<file path="src/rtl/pattern_count_engine_if.sv">
// Byte-stream and result bundle of the pattern-count engine.
interface pattern_count_engine_if #(
  parameter int PAT_W = 5,
  parameter int CNT_W = 8
);
  logic             start;
  logic [PAT_W-1:0] pattern;
  logic             byte_valid;
  logic [7:0]       byte_data;
  logic             byte_ready;
  logic             busy;
  logic             done;
  logic [CNT_W-1:0] ctb;
  logic [CNT_W-1:0] cto;
  logic [CNT_W-1:0] cts;

  modport master (
    output start, pattern, byte_valid, byte_data,
    input  byte_ready, busy, done, ctb, cto, cts
  );

  modport slave (
    input  start, pattern, byte_valid, byte_data,
    output byte_ready, busy, done, ctb, cto, cts
  );
endinterface

</file>
<file path="src/rtl/pattern_count_engine.sv">
// Streaming search of an MSB-first byte string for a PAT_W-bit pattern,
// producing in-byte, byte-hit and whole-string match counts.
//
//   state | meaning
//   IDLE  | waiting for start after reset
//   RUN   | accepting message bytes, counts update per accepted byte
//   DONE  | final counts held, waiting for next start
module pattern_count_engine #(
  parameter int PAT_W   = 5,
  parameter int N_BYTES = 32,
  parameter int CNT_W   = 8
) (
  input logic              clk,
  input logic              reset,
  pattern_count_engine_if.slave bus
);

  localparam int TW = (PAT_W > 1) ? PAT_W - 1 : 1;
  localparam int SW = CNT_W + 4;
  localparam logic [CNT_W-1:0] CNT_MAX = '1;

  typedef enum logic [1:0] {S_IDLE, S_RUN, S_DONE} state_t;

  state_t           state_q, state_d;
  logic [PAT_W-1:0] pat_q;
  logic [TW-1:0]    tail_q;
  logic [7:0]       idx_q;
  logic [CNT_W-1:0] ctb_q, cto_q, cts_q;
  logic [3:0]       m_cnt, c_cnt;
  logic [15:0]      x;
  logic             byte_ready, busy, done;
  logic             start_ok, accept, last;

  assign start_ok = bus.start && (state_q == S_IDLE || state_q == S_DONE);
  assign accept   = bus.byte_valid && byte_ready;
  assign last     = (idx_q == 8'(N_BYTES - 1));

  function automatic logic [CNT_W-1:0] sat_add(input logic [CNT_W-1:0] a,
                                               input logic [3:0] b);
    logic [SW-1:0] s;
    s = SW'(a) + SW'(b);
    return (s > SW'(CNT_MAX)) ? CNT_MAX : s[CNT_W-1:0];
  endfunction

  always_ff @(posedge clk or posedge reset) begin
    if (reset) state_q <= S_IDLE;
    else       state_q <= state_d;
  end

  always_comb begin
    state_d = state_q;
    case (state_q)
      S_IDLE, S_DONE: if (bus.start) state_d = S_RUN;
      S_RUN:          if (accept && last) state_d = S_DONE;
      default:        state_d = S_IDLE;
    endcase
  end

  always_comb begin
    byte_ready = 1'b0;
    busy       = 1'b0;
    done       = 1'b0;
    case (state_q)
      S_RUN:   begin byte_ready = 1'b1; busy = 1'b1; end
      S_DONE:  done = 1'b1;
      default: ;
    endcase
  end

  // Cross windows start inside the previous byte's low PAT_W-1 bits and
  // run into the current byte; together with the in-byte windows they
  // cover every bit position of the concatenated string exactly once.
  always_comb begin
    m_cnt = '0;
    c_cnt = '0;
    x     = {8'(tail_q), bus.byte_data};
    for (int k = 0; k <= 8 - PAT_W; k++)
      if (PAT_W'(bus.byte_data >> k) == pat_q) m_cnt = m_cnt + 4'd1;
    if (idx_q != '0)
      for (int j = 0; j < PAT_W - 1; j++)
        if (PAT_W'(x >> (7 - j)) == pat_q) c_cnt = c_cnt + 4'd1;
  end

  always_ff @(posedge clk or posedge reset) begin
    if (reset) begin
      pat_q  <= '0;
      tail_q <= '0;
      idx_q  <= '0;
      ctb_q  <= '0;
      cto_q  <= '0;
      cts_q  <= '0;
    end else if (start_ok) begin
      pat_q  <= bus.pattern;
      tail_q <= '0;
      idx_q  <= '0;
      ctb_q  <= '0;
      cto_q  <= '0;
      cts_q  <= '0;
    end else if (accept) begin
      ctb_q  <= sat_add(ctb_q, m_cnt);
      cto_q  <= sat_add(cto_q, 4'(m_cnt != 4'd0));
      cts_q  <= sat_add(cts_q, m_cnt + c_cnt);
      tail_q <= bus.byte_data[TW-1:0];
      idx_q  <= idx_q + 8'd1;
    end
  end

  assign bus.byte_ready = byte_ready;
  assign bus.busy       = busy;
  assign bus.done       = done;
  assign bus.ctb        = ctb_q;
  assign bus.cto        = cto_q;
  assign bus.cts        = cts_q;

endmodule
</file>
<file path="src/flat_wrapper.sv">
// flat-port wrapper written by rule: the top's interface ports become plain ports
module pattern_count_engine_flat 
#(
  parameter int PAT_W   = 5,
  parameter int N_BYTES = 32,
  parameter int CNT_W   = 8
)
  (clk, reset, bus_start, bus_pattern, bus_byte_valid, bus_byte_data, bus_byte_ready, bus_busy, bus_done, bus_ctb, bus_cto, bus_cts);
  pattern_count_engine_if #(.PAT_W(PAT_W), .CNT_W(CNT_W)) bus_i ();
  input logic clk;
  input logic reset;
  input wire logic [$bits(bus_i.start)-1:0] bus_start;
  input wire logic [$bits(bus_i.pattern)-1:0] bus_pattern;
  input wire logic [$bits(bus_i.byte_valid)-1:0] bus_byte_valid;
  input wire logic [$bits(bus_i.byte_data)-1:0] bus_byte_data;
  output wire logic [$bits(bus_i.byte_ready)-1:0] bus_byte_ready;
  output wire logic [$bits(bus_i.busy)-1:0] bus_busy;
  output wire logic [$bits(bus_i.done)-1:0] bus_done;
  output wire logic [$bits(bus_i.ctb)-1:0] bus_ctb;
  output wire logic [$bits(bus_i.cto)-1:0] bus_cto;
  output wire logic [$bits(bus_i.cts)-1:0] bus_cts;
  assign bus_i.start = bus_start;
  assign bus_i.pattern = bus_pattern;
  assign bus_i.byte_valid = bus_byte_valid;
  assign bus_i.byte_data = bus_byte_data;
  assign bus_byte_ready = bus_i.byte_ready;
  assign bus_busy = bus_i.busy;
  assign bus_done = bus_i.done;
  assign bus_ctb = bus_i.ctb;
  assign bus_cto = bus_i.cto;
  assign bus_cts = bus_i.cts;
  pattern_count_engine #(.PAT_W(PAT_W), .N_BYTES(N_BYTES), .CNT_W(CNT_W)) u_core (.clk(clk), .reset(reset), .bus(bus_i));
endmodule
</file>
<file path="config.mk">
export PLATFORM = sky130hd
export DESIGN_NAME = pattern_count_engine_flat
export DESIGN_NICKNAME = d
export VERILOG_FILES = /design/src/rtl/pattern_count_engine_if.sv /design/src/rtl/pattern_count_engine.sv /design/src/flat_wrapper.sv
export SDC_FILE = /design/constraint.sdc
export NUM_CORES = 1
export LEC_CHECK = 0
export BUFFER_PORTS_ARGS = -buffer_cell sky130_fd_sc_hd__buf_2
export CAP_MARGIN = 20
export CORE_MARGIN = 1.5
export CORE_UTILIZATION = 55
export CTS_BUF_LIST = sky130_fd_sc_hd__clkbuf_2 sky130_fd_sc_hd__clkbuf_4 sky130_fd_sc_hd__clkbuf_8
export CTS_CLUSTER_DIAMETER = 100
export DETAILED_ROUTE_END_ITERATION = 8
export PLACE_DENSITY = 0.76
export SYNTH_ARGS = -nofsm -noshare
export SYNTH_HDL_FRONTEND = slang
export SYNTH_SLANG_ARGS = --single-unit
</file>
<file path="constraint.sdc">
create_clock -name clk -period 10.85 [get_ports clk]
set_clock_uncertainty 0.05 [all_clocks]
set_input_delay 2.7125 -clock clk [delete_from_list [all_inputs] [get_ports clk]]
set_output_delay 2.7125 -clock clk [all_outputs]
set_load 0.01 [all_outputs]
</file>
==> results of run 1 <==
==> cells in the mapped netlist, drive strengths merged, types with 2 or more instances <==
cell	count	share of area [%]
ha	22	8.4
a31oi	8	1.5
and3	10	1.9
nand2	40	4.7
clkbuf	10	1.1
a311oi	3	0.81
or4	2	0.46
mux2i	5	1.5
a21o	7	1.6
nor2	33	3.8
nor3	13	2.5
a21oi	25	3.8
nand3	15	2.5
xor2	28	7.7
xnor2	29	9.5
inv	19	2.2
o21ai	7	1.1
dfrtp	43	33
a211oi	3	0.69
nand4	10	1.9
nor2b	2	0.38
fa	3	1.8
buf	11	2.3
nand2b	2	0.38
and4	3	0.81
==> flip-flops by register name, summed over array words and instances (netlist names) <==
name	count
u_core.bus.ctb	8
u_core.bus.cto	8
u_core.bus.cts	8
u_core.idx_q	8
u_core.pat_q	5
u_core.tail_q	4
u_core.state_q	2
==> cell usage in the layout (no fill, tap or decap), types with 7 or more instances in the layout <==
cell type and instances:
buf_2 43, dfrtp_1 43, nand2_1 39, nor2_1 33, xor2_1 27, xnor2_1 26, a21oi_1 25, ha_1 22
inv_1 19, nand3_1 14, nor3_1 11, and3_1 10, nand4_1 10, a31oi_1 8, a21o_1 7
==> worst max-delay path: stages <==
cell      delay [ns]
buf_2           0.19
xor2_1          0.17
nor2_1          0.05
nand4_1         0.11
inv_1           0.05
ha_1            0.34
xor2_2          0.22
ha_1            0.33
mux2_2          0.30
ha_1            0.30
a21o_1          0.18
a21o_1          0.19
ha_1            0.29
and3_1          0.15
a211oi_1        0.48
nor2_1          0.13
a31oi_1         0.26
a21oi_1         0.11
==> layer usage <==
| layer | vias to the layer above | wire [um] |
|---|---|---|
| met3 | 6 | 222 |
| met4 | 0 | 65 |
| met5 | - | 0 |
| met2 | 54 | 3420 |
| met1 | 1296 | 3060 |
| li1 | 1316 | - |
==> final cells by class <==
type | instances | area share (%)
Clock buffer | 5 | 1.91
Clock inverter | 3 | 1.22
Inverter | 19 | 1.98
Multi-Input combinational cell | 284 | 55.7
Sequential cell | 43 | 29.9
Tap cell | 72 | 2.50
Timing Repair Buffer | 46 | 6.81
==> how the worst min path moves through the flow <==
stage                                  from           endpoint  slack [ns]  cells after the start
after floorplan             u_core.idx_q[7]    u_core.idx_q[7]        0.46                      2
after global placement      u_core.idx_q[7]    u_core.idx_q[7]        0.48                      2
after detailed placement  u_core.bus.cto[0]  u_core.bus.cto[0]        0.50                      2
after CTS                 u_core.bus.cto[0]  u_core.bus.cto[0]        0.52                      2
after global routing       u_core.tail_q[3]   u_core.tail_q[3]        0.54                      2
final                      u_core.tail_q[3]   u_core.tail_q[3]        0.53                      2
==> kinds of logic (layout without fill, tap and decap cells) <==
family,count (synthesis),in the layout,share of synthesized area (%)
muxes,6,6,1.88
adders and majority gates,25,25,10.3
xor gates and xnor gates,57,57,17.2
DFF,43,43,33.0
AOI/OAI and AO/OA,58,58,10.8
buffers and inverters,40,73,5.60
other,1,1,0.115
and+or+nand+nor,137,137,21.1
==> through the flow <==
step,area (um2),instances,worst slack (ns)
floorplan,3260,367,4.40
global placement,3480,463,4.25
detailed placement,3480,463,4.13
CTS,3590,471,4.45
global route,3600,472,4.14
finish,3600,472,4.43
==> power breakdown <==
part           internal [W]  switching, W
clock             0.0000686     0.0000594
sequential         0.000211     0.0000996
combinational      0.000194      0.000200
total              0.000474      0.000359
==> flow_metrics.tcl, run 1 <==
set metrics [dict create \
    max_freq_mhz 156 \
    r2r_cells 16 \
    yosys.cell_types.count 49 \
    p_per_area_nw_per_um2 231 \
    h-tree-depth 2 \
    die_area_um2 6410 \
    tns_ns 0 \
    async_flop_share_pct 100 \
    grt_use_met1_pct 29.4 \
    p_leak_nw 1.76 \
    port_buffers 43 \
    core_um2 5610 \
    crit_path_end "u_core.bus.cts[2]" \
    grt_overflow_total 0 \
    max_slew_margin_pct 44.4 \
    detail-route-antenna-nets 0 \
    regToRegEndpoint "u_core.bus.cts[2]" \
    synth-seq-area-share_pct 33.0 \
    wl_um 6770 \
    vias 2672 \
    cts_buffer_depth 2 \
    grt_max_degree 44 \
    period_share_pct 59.2 \
    grt_usage_pct 23.2 \
    finalSetupViolations 0 \
    grt_pass1_wl_um 11700 \
    r2r_start "u_core.pat_q[3]" \
    drtIter0Drc 99 \
    postCtsHoldBufs 0 \
    dp_hpwl_um 4900 \
    cts_tree "yes" \
    synth_seq_cells 43 \
    synthesis.nets 409 \
    insertion_delay_ns 0.30 \
    rows 27 \
    worst-r2r-setup-slack_ns 6.27 \
    cts_buffers 5 \
    ys_warn_count 0 \
    antenna_found_initial 0 \
    drc 0 \
    drtPass1Iterations 5 \
    synth_area_um2 3260 \
    maxSlewViolCount 0 \
    wl_per_cell_um 14.3 \
    use_met3_pct 4.00 \
    clkTransAtPathRegs_ns 0.09 \
    cap_violations 0 \
    ctsResizeCount 0 \
    synthToLayoutAreaGrowth_pct 10.4 \
    diodes 0 \
    critPathLaunchType "input port" \
    drive_gt1_share_pct 16.3 \
    p_total_w 0.000833 \
    multi_input_area_um2 2010 \
    gp_congestion 0.806 \
    layout.area.seq_um2 1080 \
    status "completed" \
    synth_top_flop_cell "dfrtp_1" \
    syn_avg_cell_area_um2 8.89 \
    synth_edf_count 0 \
    met2_usage_pct 40.7 \
    grt_pass1_vias 2570 \
    cp-startpoint "bus_byte_data[4]" \
    cp_data_required_time_ns 10.99 \
    hold_viol_final 0 \
    grt.busiest_layer "met2" \
    cp_data_arrival_time_ns 6.56 \
    worst-slew-pin-transition_ns 0.835 \
    cts_setup_buffers 0 \
    fill_cells 502 \
    peakVddDrop_mv 0.117 \
    routed_via_density 5.66 \
    start_util_pct 58.2 \
    die_h_um 80.0 \
    hold_path_class "register to register" \
    die_w_um 80.0 \
    cp_max_fo 6 \
    synth_cells 367 \
    root_buffer "clkbuf_8" \
    final.min_clock_period_ns 6.42 \
    final_util_pct 64.3 \
    crit_type "input port to register" \
    rsz0062_at_grt "no" \
    critPathCaptureType "register" \
    cts.sinks 43 \
    timing.hold.ws_ns 0.527 \
    nNetsFinal 441 \
    num_io_pins 44 \
]
No activity file was read; power rests on OpenSTA's default activity.
==> run 2: changes to the inputs <==
--- a/config.mk
+++ b/config.mk
@@ -5,6 +5,7 @@
 export SDC_FILE = /design/constraint.sdc
 export NUM_CORES = 1
 export LEC_CHECK = 0
+export ABC_AREA = 1
 export BUFFER_PORTS_ARGS = -buffer_cell sky130_fd_sc_hd__buf_2
 export CAP_MARGIN = 20
 export CORE_MARGIN = 1.5
@@ -12,7 +13,7 @@
 export CTS_BUF_LIST = sky130_fd_sc_hd__clkbuf_2 sky130_fd_sc_hd__clkbuf_4 sky130_fd_sc_hd__clkbuf_8
 export CTS_CLUSTER_DIAMETER = 100
 export DETAILED_ROUTE_END_ITERATION = 8
-export PLACE_DENSITY = 0.76
+export PLACE_DENSITY = 0.75
 export SYNTH_ARGS = -nofsm -noshare
 export SYNTH_HDL_FRONTEND = slang
 export SYNTH_SLANG_ARGS = --single-unit
==> constraint.sdc (replaced) <==
create_clock -name clk -period 6.52 [get_ports clk]
set_clock_uncertainty 0.05 [all_clocks]
set_input_delay 1.63 -clock clk [delete_from_list [all_inputs] [get_ports clk]]
set_output_delay 1.63 -clock clk [all_outputs]
set_load 0.01 [all_outputs]
==> flow_metrics.tcl, run 2 <==
set metrics [dict create \
    status "completed" \
    diodes 0 \
    synth-seq-area-share_pct 30.6 \
    grt_pass1_vias 3071 \
    root_buffer "clkbuf_8" \
    wl_per_cell_um 12.2 \
    p_total_w 0.00130 \
    regToRegEndpoint "u_core.bus.cts[4]" \
    synth_area_um2 3510 \
    die_w_um 82.9 \
    core_um2 6060 \
    nNetsFinal 580 \
    grt_pass1_wl_um 13600 \
    start_util_pct 58.0 \
    max_freq_mhz 190 \
    port_buffers 43 \
    synth_area_leaders "dfrtp_1 31%, nand2_1 16%, ha_1 7.8%" \
    die_h_um 82.9 \
    cp_data_arrival_time_ns 5.43 \
    worst-r2r-setup-slack_ns 2.12 \
    ys_warn_count 0 \
    num_io_pins 44 \
    worst-slew-pin-transition_ns 0.743 \
    tns_ns 0 \
    cts_buffer_depth 2 \
    r2r_start "u_core.pat_q[1]" \
    drc 0 \
    yosys.area.top_type "dfrtp_1" \
    hp-start "u_core.idx_q[7]" \
    yosys.cell_types.count 39 \
    cp_top_family "simple AND/OR/NAND/NOR gates" \
    hold_viol_final 0 \
    dp_hpwl_um 5570 \
    maxSlewViolCount 0 \
    cts_tree "yes" \
    h-tree-depth 2 \
    p_per_area_nw_per_um2 340 \
    drtIter0Drc 177 \
    drive_gt1_share_pct 16.7 \
    cp_data_required_time_ns 6.69 \
    wl_um 7510 \
    final_cell_mix "149 x nand2_1, 55 x inv_1, 43 x buf_2, 43 x dfrtp_1" \
    drtPass1Iterations 4 \
    final.min_clock_period_ns 5.27 \
    antenna_found_initial 0 \
    rsz0062_at_grt "no" \
    synth_top_flop_cell "dfrtp_1" \
    cts_buffers 5 \
    async_flop_share_pct 100 \
    hold_path_class "register to register" \
    stdcell_area_um2 3820 \
    cap_violations 0 \
    place_area_um2 3710 \
    cp_slowest_cell "or3_1" \
    crit_type "input port to register" \
    period_share_pct 80.8 \
    routed_via_density 5.14 \
    dp_slack_ns 0.982 \
    grt_max_degree 44 \
    setup_slack_ns 1.25 \
    cp_num_buf_inv 6 \
    synthesis.nets 546 \
    finalSetupViolations 0 \
    clkTransAtPathRegs_ns 0.09 \
    yosysTopAreaCellShare_pct 30.6 \
    critPathMostFrequentCell "nand2_1" \
    synth.most_common_cell "nand2_1" \
    p_leak_nw 2.13 \
    min_to "u_core.idx_q[7]" \
    die_area_um2 6880 \
    synth_cells 504 \
    ctsResizeCount 0 \
    syn_avg_cell_area_um2 6.97 \
    synthToLayoutAreaGrowth_pct 8.76 \
    cts.sinks 43 \
    cts_setup_buffers 0 \
    grt_usage_pct 23.5 \
    layout_commonest_cell "nand2_1" \
    cp_max_fo 5 \
    synth_seq_cells 43 \
    critPathLaunchType "input port" \
    critical-path-max-stage-delay_ns 0.37 \
    synth_edf_count 0 \
    grt_overflow_total 0 \
    synthTopCellsByCount "149 x nand2_1, 56 x inv_1, 43 x dfrtp_1" \
    max_slew_margin_pct 50.4 \
    critPathCaptureType "register" \
    gp_congestion 0.864 \
    cp-startpoint "bus_byte_data[2]" \
    insertion_delay_ns 0.30 \
    vias 3155 \
    postCtsHoldBufs 0 \
    detail-route-antenna-nets 0 \
    r2r_cells 27 \
    min_path_cells 1 \
    rows 28 \
    peakVddDrop_mv 0.188 \
]
## run 2: cell types whose count changed in the layout (fill, tap and decap cells not counted), sizes merged, moves of 6 or more
cell,change
nand2,+114
inv,+51
o21ai,+32
nand3,+19
xor2,-17
xnor2,-14
a21oi,-11
nor2,+9
and3,-8
a21o,-7
or2,+6
## run 2: worst max-delay path by stage
| stage | endpoint | slack [ns] | cells past startpoint |
|---|---|---|---|
| after floorplan | u_core.bus.cts[7] | 1.47 | 24 |
| after global placement | u_core.bus.cts[4] | 1.12 | 28 |
| after detailed placement | u_core.bus.cts[4] | 0.98 | 28 |
| after CTS | u_core.bus.cts[4] | 1.28 | 28 |
| after global routing | u_core.bus.cts[4] | 0.73 | 28 |
| final | u_core.bus.cts[4] | 1.25 | 28 |
## run 2: logic make-up after synthesis
| logic type | synth area share (%) |
|---|---|
| compound gates | 9.18 |
| xor+xnor | 6.69 |
| fa+ha+maj | 9.54 |
| buf+inv | 11.1 |
| flops | 30.6 |
| other cells | 0.107 |
| simple gates | 32.8 |
## run 2: worst reg2reg max path: stages (launching register included)
cell     delay (ns)
dfrtp_1        0.53
inv_2          0.18
nor2_1         0.05
or3_1          0.34
nor3_1         0.15
nand2_1        0.11
inv_2          0.06
ha_1           0.24
inv_1          0.06
nand2_1        0.06
nand2_1        0.08
inv_1          0.05
ha_1           0.25
or2_0          0.23
nand2_2        0.14
inv_1          0.08
ha_1           0.29
nand3_1        0.08
nand2_1        0.08
ha_1           0.30
nand3_1        0.10
nand2_1        0.12
nand2_1        0.07
nor2_2         0.17
nand3_1        0.18
o21ai_1        0.14
nand2_1        0.06
o21ai_1        0.10
## run 2: per-layer routing
layer  GRT usage, %  wire length, um  up-vias
met5              0                0        -
met4           6.52              110        0
met3           3.28              303        9
met2           41.2             3540       44
met1           30.2             3550     1438
li1               -                -     1664
## run 2: where the power goes
part	switching (W)	internal [W]
clock	0.0000989	0.000114
combinational	0.000360	0.000256
sequential	0.000127	0.000343
## run 2: final cells by class
| class | count | area, um2 |
|---|---|---|
| fill | 561 | 2240 |
| multi-input combinational | 373 | 2050 |
| sequential | 43 | 1080 |
| inverter | 71 | 269 |
| timing repair buffer | 44 | 223 |
| tap | 75 | 93.8 |
| clock buffer | 5 | 68.8 |
| clock inverter | 3 | 43.8 |
## run 2: through the flow
step	utilization, %	hold slack, ns	cells
2_1_floorplan	-	0.376	504
3_3_place_gp	61.2	0.391	606
3_5_place_dp	61.2	0.394	606
4_1_cts	63.1	0.406	614
5_1_grt	63.1	0.440	614
6_report	63.1	0.409	614
